File: src/rtl/inst_fetch_unit.sv
`default_nettype none
// ============================================================================
// inst_fetch_unit : fetches ROM words at the core PC, issues one per 3 cycles
// Revision 1.0
// ============================================================================
module inst_fetch_unit #(
    parameter int IMEM_DEPTH = 1024,
    parameter int AW         = 10,
    parameter int CNT_W      = 16
) (
    input  logic             clk_i,
    input  logic             rst_ni,
    input  logic             start_i,
    input  logic [CNT_W-1:0] exec_num_i,
    input  logic [31:0]      inst_addr_i,
    output logic             imem_en_o,
    output logic [AW-1:0]    imem_addr_o,
    input  logic [31:0]      imem_rdata_i,
    output logic             in_valid_o,
    output logic [31:0]      inst_o,
    output logic [CNT_W-1:0] issued_o,
    output logic             done_o,
    output logic             err_o
);

    localparam logic [31:0] DEPTH_W = 32'(IMEM_DEPTH);

    typedef enum logic [2:0] {
        S_IDLE  = 3'd0,
        S_CHECK = 3'd1,
        S_FETCH = 3'd2,
        S_ISSUE = 3'd3,
        S_DONE  = 3'd4,
        S_ERR   = 3'd5
    } state_e;

    state_e           state_q, state_d;
    logic [CNT_W-1:0] target_q, target_d;
    logic [CNT_W-1:0] issued_q, issued_d;
    logic             in_valid_q;
    logic [31:0]      inst_q;
    logic             done_q;
    logic             err_q;
    logic             addr_fault;

    assign addr_fault = (inst_addr_i[1:0] != 2'b00) ||
                        ({2'b00, inst_addr_i[31:2]} >= DEPTH_W);

    always_comb begin
        state_d     = state_q;
        target_d    = target_q;
        issued_d    = issued_q;
        imem_en_o   = 1'b0;
        imem_addr_o = '0;
        case (state_q)
            S_IDLE, S_DONE, S_ERR: begin
                if (start_i) begin
                    target_d = exec_num_i;
                    issued_d = '0;
                    state_d  = (exec_num_i == '0) ? S_DONE : S_CHECK;
                end
            end
            S_CHECK: begin
                if (addr_fault) begin
                    state_d = S_ERR;
                end else begin
                    imem_en_o   = 1'b1;
                    imem_addr_o = inst_addr_i[AW+1:2];
                    state_d     = S_FETCH;
                end
            end
            S_FETCH: state_d = S_ISSUE;
            S_ISSUE: begin
                // Saturate so an issued count can never wrap past the target
                if (issued_q != target_q) begin
                    issued_d = issued_q + CNT_W'(1);
                end
                state_d = ((issued_q + CNT_W'(1)) == target_q) ? S_DONE : S_CHECK;
            end
            default: state_d = S_IDLE;
        endcase
    end

    always_ff @(posedge clk_i) begin
        if (!rst_ni) begin
            state_q    <= S_IDLE;
            target_q   <= '0;
            issued_q   <= '0;
            in_valid_q <= 1'b0;
            inst_q     <= '0;
            done_q     <= 1'b0;
            err_q      <= 1'b0;
        end else begin
            state_q    <= state_d;
            target_q   <= target_d;
            issued_q   <= issued_d;
            // The captured word is only ever held for the ISSUE cycle
            in_valid_q <= (state_q == S_FETCH);
            inst_q     <= (state_q == S_FETCH) ? imem_rdata_i : 32'h0;
            done_q     <= (state_d == S_DONE);
            err_q      <= (state_d == S_ERR);
        end
    end

    assign in_valid_o = in_valid_q;
    assign inst_o     = inst_q;
    assign issued_o   = issued_q;
    assign done_o     = done_q;
    assign err_o      = err_q;

endmodule
`default_nettype wire

File: config.mk
export PLATFORM = sky130hd
export DESIGN_NAME = inst_fetch_unit
export DESIGN_NICKNAME = d
export VERILOG_FILES = /design/src/rtl/inst_fetch_unit.sv
export SDC_FILE = /design/constraint.sdc
export NUM_CORES = 1
export LEC_CHECK = 0
export BUFFER_PORTS_ARGS = -buffer_cell sky130_fd_sc_hd__buf_2
export CORE_MARGIN = 2
export CORE_UTILIZATION = 45
export CTS_CLUSTER_SIZE = 14
export DETAILED_ROUTE_END_ITERATION = 7
export GPL_TIMING_DRIVEN = 0
export PLACE_DENSITY = 0.81
export SYNTH_ARGS = -nofsm -noshare
export SYNTH_HDL_FRONTEND = slang
export SYNTH_SLANG_ARGS = --single-unit
File: constraint.sdc
create_clock -name clk_i -period 4 [get_ports clk_i]
set_input_delay 1 -clock clk_i [delete_from_list [all_inputs] [get_ports clk_i]]
set_output_delay 1 -clock clk_i [all_outputs]
set_load 0.1 [all_outputs]
==> results of run 1 <==
[tightest hold or removal path, delay by kind of cell (launching register included)]
kind | cells | cell delay, ns
flip-flops | 1 | 0.33
AO/OA/AOI/OAI | 1 | 0.06
AND/OR/NAND/NOR | 1 | 0.05
[logic make-up after synthesis]
kind of cell             synth area share, %
AND/OR/NAND/NOR                         30.0
adder cells (fa/ha/maj)                0.387
multiplexers                           0.620
flip-flops                              43.4
XOR/XNOR                                9.49
buffers and inverters                   3.72
AO/OA/AOI/OAI                           12.4
[where the power goes]
part	total (mW)	switching [mW]	leakage [nW]	internal [mW]
clock	0.528	0.283	0.0930	0.245
combinational	0.198	0.112	1.36	0.0862
sequential	0.727	0.0127	0.567	0.714
[routing by layer]
layer  share of wire [%]  global-route usage [%]
met5                   0                       0
met2                  48                    35.8
met3                 7.8                    5.97
met4                 2.1                    11.2
met1                  42                    27.2
[per-stage QoR]
| stage | hold WS [ns] | utilization (%) | instances |
|---|---|---|---|
| global placement | 0.470 | 59.6 | 595 |
| CTS | 0.492 | 62.6 | 611 |
| global route | 0.515 | 63.1 | 611 |
| floorplan | 0.455 | - | 355 |
| detailed placement | 0.480 | 59.6 | 595 |
| finish | 0.493 | 63.1 | 611 |
[final cells by class]
| class | count | area (um2) | area share (%) |
|---|---|---|---|
| Inverter | 4 | 15.0 | 0.346 |
| Tap cell | 96 | 120 | 2.77 |
| Clock inverter | 6 | 43.8 | 1.01 |
| Buffer | 17 | 108 | 2.48 |
| Sequential cell | 70 | 1400 | 32.3 |
| Multi-Input combinational cell | 264 | 1730 | 39.9 |
| Clock buffer | 10 | 138 | 3.17 |
| Timing Repair Buffer | 144 | 779 | 18.0 |
[timing repair]
| item | in CTS | in global routing |
|---|---|---|
| resized for setup | 9 | 10 |
| hold endpoints to repair | 0 | 0 |
| endpoints found under the setup margin | 9 | 10 |
[worst max-delay path by stage]
stage / cells past startpoint / end / start
4_1_cts: 6 / imem_en_o / inst_addr_i[14]
5_1_grt: 7 / imem_addr_o[5] / inst_addr_i[14]
2_1_floorplan: 4 / imem_addr_o[9] / inst_addr_i[14]
3_5_place_dp: 7 / imem_addr_o[5] / inst_addr_i[14]
3_3_place_gp: 7 / imem_addr_o[5] / inst_addr_i[14]
6_report: 7 / imem_addr_o[2] / inst_addr_i[14]
[placed cells by master (no fill, tap or decap), types with 10 or more instances in the layout]
cell and count:
buf_2 138, nand2_1 46, xor2_1 19, xnor2_1 16, clkbuf_8 12, buf_6 11, a21boi_0 16, nor2_1 26
dfxtp_1 70, nor4_1 10, and2_1 34
[state kept, by name, indices dropped and copies added (netlist names)]
register / cells
inst_o: 32
in_valid_o: 1
issued_o: 16
state_q: 3
err_o: 1
target_q: 16
done_o: 1
==> summary.txt, run 1 <==
STA
  • Worst-margin pin slew: 0.869 ns
  • TNS Setup: 0 ns
  • Peak Freq: 0.256 GHz
  • Final Slew Violations: 0
  • Clock Skew: 0.00795 ns
  • Final setup vio count: 0
  • Setup slack after layout: 0.0865 ns
  • Slew Limit Headroom: 41.3%
  • Hold Fails Final Rpt: 0
  • Final period utilization: 97.8%
  • Post-layout min period: a little under 4 ns

GRT
  • Gr usage total: 22.2%
  • Vias in the first global route: 2963
  • Pin count of the biggest net entering global routing: 14
  • Global-route wire length before repair: between 10 and 15 mm
  • Initial antenna violation count: 0
  • GR Overflow Total: 0

Drt
  • Antenna Violating Nets Remaining: 0
  • WL/cell: about 14 um
  • Post-DR vias/cell: 5.07
  • Iter 0 DRT Violations: 171
  • # DRC: 0
  • Drt pass-1 iters: 4
  • Via count: 3095
  • Drt total wl: 8.63 mm

Cells and area
  • Final instance area: between 4000 and 5000 um2
  • Area Overhead vs Synth: 34.2%
  • Share of layout cells above drive strength 1: 37.9%
  • Final #Nets: 594
  • Fillers: about 600
  • Inserted Diodes: 0

Worst hold path
  • Hold Crit Endpoint: target_q[13]
  • Hold path cells: 2
  • Hold_sp: target_q[13]
  • Worst Hold Class: flop to flop

Clock network
  • Post-CTS Setup Inserts: 0
  • Clk sinks: 70
  • Total CTS buffers: 9
  • Root buffer cell: clkbuf_8
  • Worst-path clk slew: ~0.080 ns
  • CTS tree: done
  • Skew-Pair Late Insertion Delay: 0.34 ns
  • H-tree depth: 3
  • Clock tree buffer depth: 2
  • CTS Hold Buffers Added: 0

Floorplanning
  • Die height: a little under 90 um
  • Initial Utilization: 47.0%
  • Full die area: 7870 um2
  • Ports: 145
  • Core area: 6870 um2
  • Row count: 30
  • Die span in x: 88.7 um

Synth
  • Asr flop ratio synth: 0%
  • Synthesized area: 3230 um2
  • Most frequent cell after synthesis: dfxtp_1
  • Share of the synthesized area in the top cell type: between 40% and 50%
  • Post-synth EDFFs: 0
  • Cells after Synth: approximately 360
  • Dominant synthesized flop cell: dfxtp_1
  • Syn Area/Cell: between 9 and 10 um2
  • Post-synth top area cell: dfxtp_1
  • Syn nets: between 400 and 500
  • Ranking of synthesized cells by area: dfxtp_1 (43%), and2_1 (8.3%), nand2_1 (5.3%)
  • Commonest cells post-synth: dfxtp_1 (70), nand2_1 (46), and2_1 (43)
  • Netlist cell types: 55
  • Syn. warnings: 0
  • Flops & latches, synth: 70
  • Seq/Total Area, Yosys: a little over two fifths

Critical path
  • CP Capture Type: output pin
  • CP max stage cell: or4_4
  • Crit Path Max Fanout: 10
  • Worst Path Arrival: 2.91 ns
  • WP data required: ~3 ns
  • Max stage delay on crit path: 0.51 ns
  • Cell family contributing the most delay on the critical path: simple AND/OR/NAND/NOR gates
  • Nature of the critical path startpoint: primary input
  • Worst R2R Path Depth: 8
  • Critical path buffers and inverters: 3
  • Worst R2R Setup Slack: roughly 1.5 ns
  • Kind of critical path: primary input to output pin
  • Critical path cell sequence: buf_2 -> or4_1 -> or4_4 -> nor3_1 -> buf_4 -> and2_4 -> buf_6
  • R2R Path End: state_q[0]
  • Launch point of the worst reg-to-reg path: issued_o[1]

Pwr
  • Pwr/cell area: 335 nW/um2
  • Peak VDD IR: 284 uV
  • P_leak: 2.02 nW
  • Total power: approximately 1.5 mW

Run
  • Max-Cap Viols: 0

Placement
  • Gpl congestion: 0.890
  • I/O Buffers: 144
  • Post-DP HPWL: 6.56 mm
  • Post-Place Worst Slack: -0.0695 ns
  • Placed Area: 4100 um2

Outcome
  • Run status: finished clean
No activity file was read; power rests on OpenSTA's default activity.
==> run 2: changes to the inputs <==
--- a/config.mk
+++ b/config.mk
@@ -11,6 +11,7 @@
 export CTS_CLUSTER_SIZE = 14
 export DETAILED_ROUTE_END_ITERATION = 7
 export GPL_TIMING_DRIVEN = 0
+export MAX_ROUTING_LAYER = met4
 export PLACE_DENSITY = 0.81
 export SYNTH_ARGS = -nofsm -noshare
 export SYNTH_HDL_FRONTEND = slang
==> run 2 against run 1 <==
Against the previous run:
- clock power up 11%
- utilization about the same
- first-iteration DRC count down 15%
- sequential power about the same
- largest cell class unchanged
- flip-flop and latch count unchanged
==> summary.txt, run 2 (synthesized netlist as in run 1, its figures left out) <==
Clock network
  • H-tree depth: 3 (unchanged)
  • Total CTS buffers: 9 (unchanged)
  • Post-CTS Setup Inserts: 0 (unchanged)
  • Root buffer cell: clkbuf_8
  • CTS tree: done
  • Skew-Pair Late Insertion Delay: 0.34 ns (about the same)
  • Clk sinks: 70 (unchanged)
  • Clock tree buffer depth: 2 (unchanged)
  • Worst-path clk slew: 0.08 ns (about the same)

Floorplanning
  • Row count: 30 (unchanged)
  • Full die area: 7870 um2 (unchanged)
  • Core area: 6870 um2 (unchanged)
  • Initial Utilization: 47.0% (unchanged)
  • Ports: 145 (unchanged)
  • Die height: 88.7 um (unchanged)
  • Die span in x: 88.7 um (unchanged)

Pwr
  • P_leak: 2.02 nW (about the same)
  • Peak VDD IR: 246 uV (-14%)
  • Total power: 1.51 mW (+3.9%)
  • Pwr/cell area: 348 nW/um2 (+4.0%)

Drt
  • WL/cell: 13.9 um (-1.4%)
  • Antenna Violating Nets Remaining: 0 (unchanged)
  • Drt pass-1 iters: 4 (unchanged)
  • Drt total wl: 8.51 mm (-1.4%)
  • Via count: 3094 (-0.032%)
  • Post-DR vias/cell: 5.06 (about the same)
  • # DRC: 0 (unchanged)
  • Iter 0 DRT Violations: 146 (-15%)

Cells and area
  • Fillers: 581 (-3.3%)
  • FF+latch area: 1400 um2 (unchanged)
  • Final #Nets: 594 (unchanged)
  • Share of layout cells above drive strength 1: 38.1% (+0.19 points)
  • Leading cell types in the layout, fill and taps excluded: buf_2 (138), dfxtp_1 (70), nand2_1 (46), and2_1 (34), nor2_1 (26)
  • Commonest non-fill, non-tap cell in the layout: buf_2
  • Multi-input logic area: 1740 um2 (+0.29%)
  • Inserted Diodes: 0 (unchanged)
  • Area Overhead vs Synth: 34.2% (about the same)
  • Post-layout util: 63.1% (about the same)
  • Max reg flops: 32 (unchanged)

GRT
  • GR Overflow Total: 0 (unchanged)
  • Pin count of the biggest net entering global routing: 15 (+1)
  • Gr usage total: 22.7% (+0.55 points)
  • Vias in the first global route: 2996 (+1.1%)
  • Global-route wire length before repair: 13.4 mm (-0.16%)
  • Initial antenna violation count: 0 (unchanged)

STA
  • Final setup vio count: 0 (unchanged)
  • Peak Freq: 0.257 GHz (+0.56%)
  • Post-layout min period: 3.89 ns (-0.0219 ns)
  • Setup slack after layout: 0.108 ns (+0.0219 ns)
  • Final period utilization: 97.3% (-0.55 points)
  • Clock Skew: 0.00620 ns (-0.00175 ns)
  • Worst-margin pin slew: 0.947 ns (+0.0774 ns)
  • Slew Limit Headroom: 36.0% (-5.2 points)
  • Hold Fails Final Rpt: 0 (unchanged)
  • Unrepaired setup endpoints after global routing: false
  • Final Slew Violations: 0 (unchanged)

Placement
  • Post-DP HPWL: 6.56 mm (-0.10%)
  • Gpl congestion: 0.886 (-0.47%)
  • I/O Buffers: 144 (unchanged)
  • Post-Place Worst Slack: -0.0770 ns (-0.00748 ns)

Critical path
  • Worst Path Arrival: 2.89 ns (-0.02 ns)
  • Kind of critical path: primary input to output pin
  • R2R Path End: state_q[0]
  • WP data required: 3.00 ns (about the same)
  • Launch point of the worst reg-to-reg path: issued_o[0]
  • Crit Path Max Fanout: 10 (unchanged)
  • Cell family contributing the most delay on the critical path: simple AND/OR/NAND/NOR gates
  • Nature of the critical path startpoint: primary input
  • CP Depth: 7 (unchanged)
  • CP most frequent cell: buf_4
  • CP Capture Type: output pin
  • Crit path to: imem_addr_o[4]
  • Worst R2R Setup Slack: 1.50 ns (-0.04 ns)
  • Max stage delay on crit path: 0.52 ns (about the same)
  • Worst R2R Path Depth: 8 (unchanged)
  • Critical path cell sequence: buf_2 -> or4_1 -> or4_4 -> nor3_2 -> buf_4 -> and2_4 -> buf_4
  • Critical path buffers and inverters: 3 (unchanged)
  • CP max stage cell: or4_4
  • CP Launch Point: inst_addr_i[14]

Outcome
  • Run status: finished clean

Worst hold path
  • Worst Hold Class: flop to flop

Run
  • Max-Cap Viols: 0 (unchanged)
==> run 2: cell type report <==
cell class / instances / share of cell area [%]
clock buffer: 9 / 2.86
timing repair buffer: 144 / 17.3
tap: 96 / 2.77
multi-input combinational: 264 / 40.1
clock inverter: 7 / 1.85
buffer: 17 / 2.48
inverter: 4 / 0.346
sequential: 70 / 32.3
==> run 2: repair_timing <==
item	CTS	global route
hold buffers	0	0
endpoints found under the setup margin	9	11
resized for setup	9	3
==> run 2: stage by stage <==
step	instances	hold WS, ns	instance area [um2]	setup TNS (ns)
CTS	611	0.489	4320	0
global route	611	0.514	4330	0
detailed placement	595	0.478	4100	-0.674
global placement	595	0.469	4100	-0.420
finish	611	0.483	4330	0
floorplan	355	0.455	3260	0
==> run 2: worst min-delay path by stage <==
| stage | cells past startpoint | to | startpoint |
|---|---|---|---|
| finish | 2 | target_q[7] | target_q[7] |
| global route | 2 | target_q[7] | target_q[7] |
| CTS | 2 | target_q[7] | target_q[7] |
| detailed placement | 2 | target_q[7] | target_q[7] |
| global placement | 2 | target_q[7] | target_q[7] |
| floorplan | 2 | target_q[4] | target_q[4] |
==> run 2: worst register-to-register path, stage by stage, from the launching register on <==
cell and delay, ns:
dfxtp_1 0.51, ha_1 0.32, nand4_1 0.25, nor4_1 0.50
xnor2_1 0.15, a211oi_2 0.21, and3_1 0.22, o21ai_1 0.08
and3_1 0.18
==> run 2: layer usage <==
metal  vias to the layer above  GRT usage [%]  share of wire [%]
li1                       1526              -                  -
met1                      1418           27.7                 43
met2                       135           36.4                 48
met3                        15           5.50                7.5
met4                         0           8.40                1.7
met5                         -              -                  0
==> run 2: report_power, final <==
part	internal, mW	total [mW]	leakage [nW]	switching, mW
Sequential	0.714	0.726	0.567	0.0121
Combinational	0.0863	0.197	1.36	0.111
Clock	0.294	0.586	0.0964	0.292
==> run 3: changes to the inputs <==
--- a/config.mk
+++ b/config.mk
@@ -13,6 +13,7 @@
 export GPL_TIMING_DRIVEN = 0
 export MAX_ROUTING_LAYER = met4
 export PLACE_DENSITY = 0.81
+export REMOVE_ABC_BUFFERS = 1
 export SYNTH_ARGS = -nofsm -noshare
 export SYNTH_HDL_FRONTEND = slang
 export SYNTH_SLANG_ARGS = --single-unit
==> run 3 against run 2 <==
Against the previous run:
- utilization fell by 0.77 points
- die area did not move
- clock skew rose by 0.0059 ns
- critical path type unchanged
- critical endpoint is now imem_addr_o[7]
==> summary.txt, run 3 (synthesized netlist as in run 1, its figures left out) <==
Critical path
  • Max stage delay on crit path: 0.54 ns (+0.02 ns)
  • Launch point of the worst reg-to-reg path: issued_o[5]
  • CP Depth: 6 (-1)
  • Critical path cell sequence: buf_2 -> or4_1 -> or4_4 -> nor3_4 -> and2_1 -> buf_4
  • Critical path buffers and inverters: 2 (-1)
  • Kind of critical path: primary input to output pin
  • Worst R2R Setup Slack: 1.47 ns (-0.03 ns)
  • CP Launch Point: inst_addr_i[14]
  • Crit path to: imem_addr_o[7]
  • CP max stage cell: or4_4
  • WP data required: 3.00 ns (about the same)
  • Nature of the critical path startpoint: primary input
  • Worst Path Arrival: 2.90 ns (about the same)
  • Crit Path Max Fanout: 11 (+1)
  • Worst R2R Path Depth: 7 (-1)
  • CP Capture Type: output pin
  • R2R Path End: issued_o[4]
  • Cell family contributing the most delay on the critical path: simple AND/OR/NAND/NOR gates

Floorplanning
  • Initial Utilization: 47.0% (unchanged)
  • Core area: 6870 um2 (unchanged)
  • Ports: 145 (unchanged)
  • Row count: 30 (unchanged)
  • Full die area: 7870 um2 (unchanged)
  • Die height: 88.7 um (unchanged)
  • Die span in x: 88.7 um (unchanged)

STA
  • Post-layout min period: 3.90 ns (+0.00597 ns)
  • Final Slew Violations: 0 (unchanged)
  • Worst-margin pin slew: 0.744 ns (-0.203 ns)
  • Slew Limit Headroom: 50.4% (+14 points)
  • Hold Fails Final Rpt: 0 (unchanged)
  • Final setup vio count: 0 (unchanged)
  • Setup slack after layout: 0.102 ns (-0.00597 ns)
  • Clock Skew: 0.0121 ns (+0.00592 ns)
  • Unrepaired setup endpoints after global routing: false
  • Peak Freq: 0.257 GHz (-0.15%)
  • Final period utilization: 97.4% (+0.15 points)
  • Min Hold Slack: 0.483 ns (+0.000422 ns)

Clock network
  • PostCTS Resize Cnt: 13 (+4)
  • Skew-Pair Late Insertion Delay: 0.35 ns (about the same)
  • CTS Hold Buffers Added: 0 (unchanged)
  • Worst-path clk slew: 0.08 ns (about the same)
  • Clock tree buffer depth: 2 (unchanged)
  • Clk sinks: 70 (unchanged)
  • Post-CTS Setup Inserts: 0 (unchanged)
  • Root buffer cell: clkbuf_8
  • CTS tree: done
  • Total CTS buffers: 9 (unchanged)
  • H-tree depth: 3 (unchanged)

Cells and area
  • Final instance area: 4280 um2 (-1.2%)
  • Max reg flops: 32 (unchanged)
  • Commonest non-fill, non-tap cell in the layout: buf_2
  • Area Overhead vs Synth: 32.5%
  • Inserted Diodes: 0 (unchanged)
  • Leading cell types in the layout, fill and taps excluded: buf_2 (133), dfxtp_1 (70), nand2_1 (46), and2_1 (43), nor2_1 (26)
  • Final #Nets: 579 (-2.5%)
  • Share of layout cells above drive strength 1: 36.2% (-1.9 points)
  • Post-layout util: 62.3% (-0.77 points)

GRT
  • Gr usage total: 22.7% (+0.040 points)
  • Pin count of the biggest net entering global routing: 29 (+14)
  • GR Overflow Total: 0 (unchanged)
  • Global-route wire length before repair: 13.4 mm (-0.41%)
  • Global-route layer with the greatest usage: met2
  • Met2 usage: 37.0% (+0.68 points)
  • Met3 usage: 4.94% (-0.56 points)
  • GRT met1 Usage: 27.1% (-0.58 points)
  • Vias in the first global route: 2899 (-3.2%)
  • Initial antenna violation count: 0 (unchanged)

Drt
  • Iter 0 DRT Violations: 107 (-27%)
  • Drt total wl: 8.28 mm (-2.7%)
  • Via count: 2995 (-3.2%)
  • WL/cell: 13.9 um (-0.22%)
  • Post-DR vias/cell: 5.03 (-0.76%)
  • # DRC: 0 (unchanged)
  • Antenna Violating Nets Remaining: 0 (unchanged)
  • Drt pass-1 iters: 5 (+1)

Placement
  • Post-DP HPWL: 6.34 mm (-3.2%)
  • Placed Area: 4010 um2 (-2.0%)
  • Post-Place Worst Slack: -0.383 ns (-0.306 ns)
  • Gpl congestion: 0.917 (+3.5%)
  • I/O Buffers: 144 (unchanged)

Pwr
  • Peak VDD IR: 236 uV (-3.9%)
  • Pwr/cell area: 368 nW/um2 (+5.7%)
  • P_leak: 1.98 nW (-2.1%)
  • Total power: 1.58 mW (+4.4%)

Outcome
  • Run status: finished clean

Run
  • Max-Cap Viols: 0 (unchanged)

Worst hold path
  • Worst Hold Class: flop to flop
-- run 3: cell types whose count changed in the layout (fill, tap and decap cells not counted), sizes merged --
cell      delta
buf          -4
bufinv       +1
clkbuf      -11
clkinv       -1
clkinvlp     -1
inv          +1
-- run 3: per-layer routing --
layer	share of wire, %	wire length, um
met2	51	4230
met4	1.1	89
met1	41	3440
met5	0	0
met3	6.4	529
-- run 3: final cells by class --
cell class | count | area [um2]
inverters | 4 | 15.0
multi-input cells | 264 | 1740
well taps | 96 | 120
fillers | 616 | 2590
clock buffers | 9 | 124
clock inverters | 7 | 105
repair buffers | 146 | 774
flip-flops and latches | 70 | 1400
-- run 3: how the worst min path moves through the flow --
stage,start,endpoint,cells past startpoint
5_1_grt,target_q[6],target_q[6],2
6_report,target_q[9],target_q[9],2
3_5_place_dp,target_q[11],target_q[11],2
4_1_cts,target_q[11],target_q[11],2
3_3_place_gp,target_q[15],target_q[15],2
2_1_floorplan,target_q[12],target_q[12],2
-- run 3: through the flow --
step | cells | setup TNS [ns]
6_report | 596 | 0
2_1_floorplan | 338 | -24.82
4_1_cts | 596 | 0
5_1_grt | 596 | 0
3_3_place_gp | 578 | -12.13
3_5_place_dp | 580 | -3.97
-- run 3: power by group --
part           internal [mW]  switching, mW  leakage [nW]  total, mW
sequential             0.714         0.0195         0.567      0.734
clock                  0.361          0.296         0.112      0.656
combinational         0.0842          0.103          1.30      0.187
-- run 3: worst min-delay path: cells and delay by family, from the launching register on --
family	cells	cell delay, ns
AO/OA/AOI/OAI	1	0.06
flip-flops	1	0.32
AND/OR/NAND/NOR	1	0.05
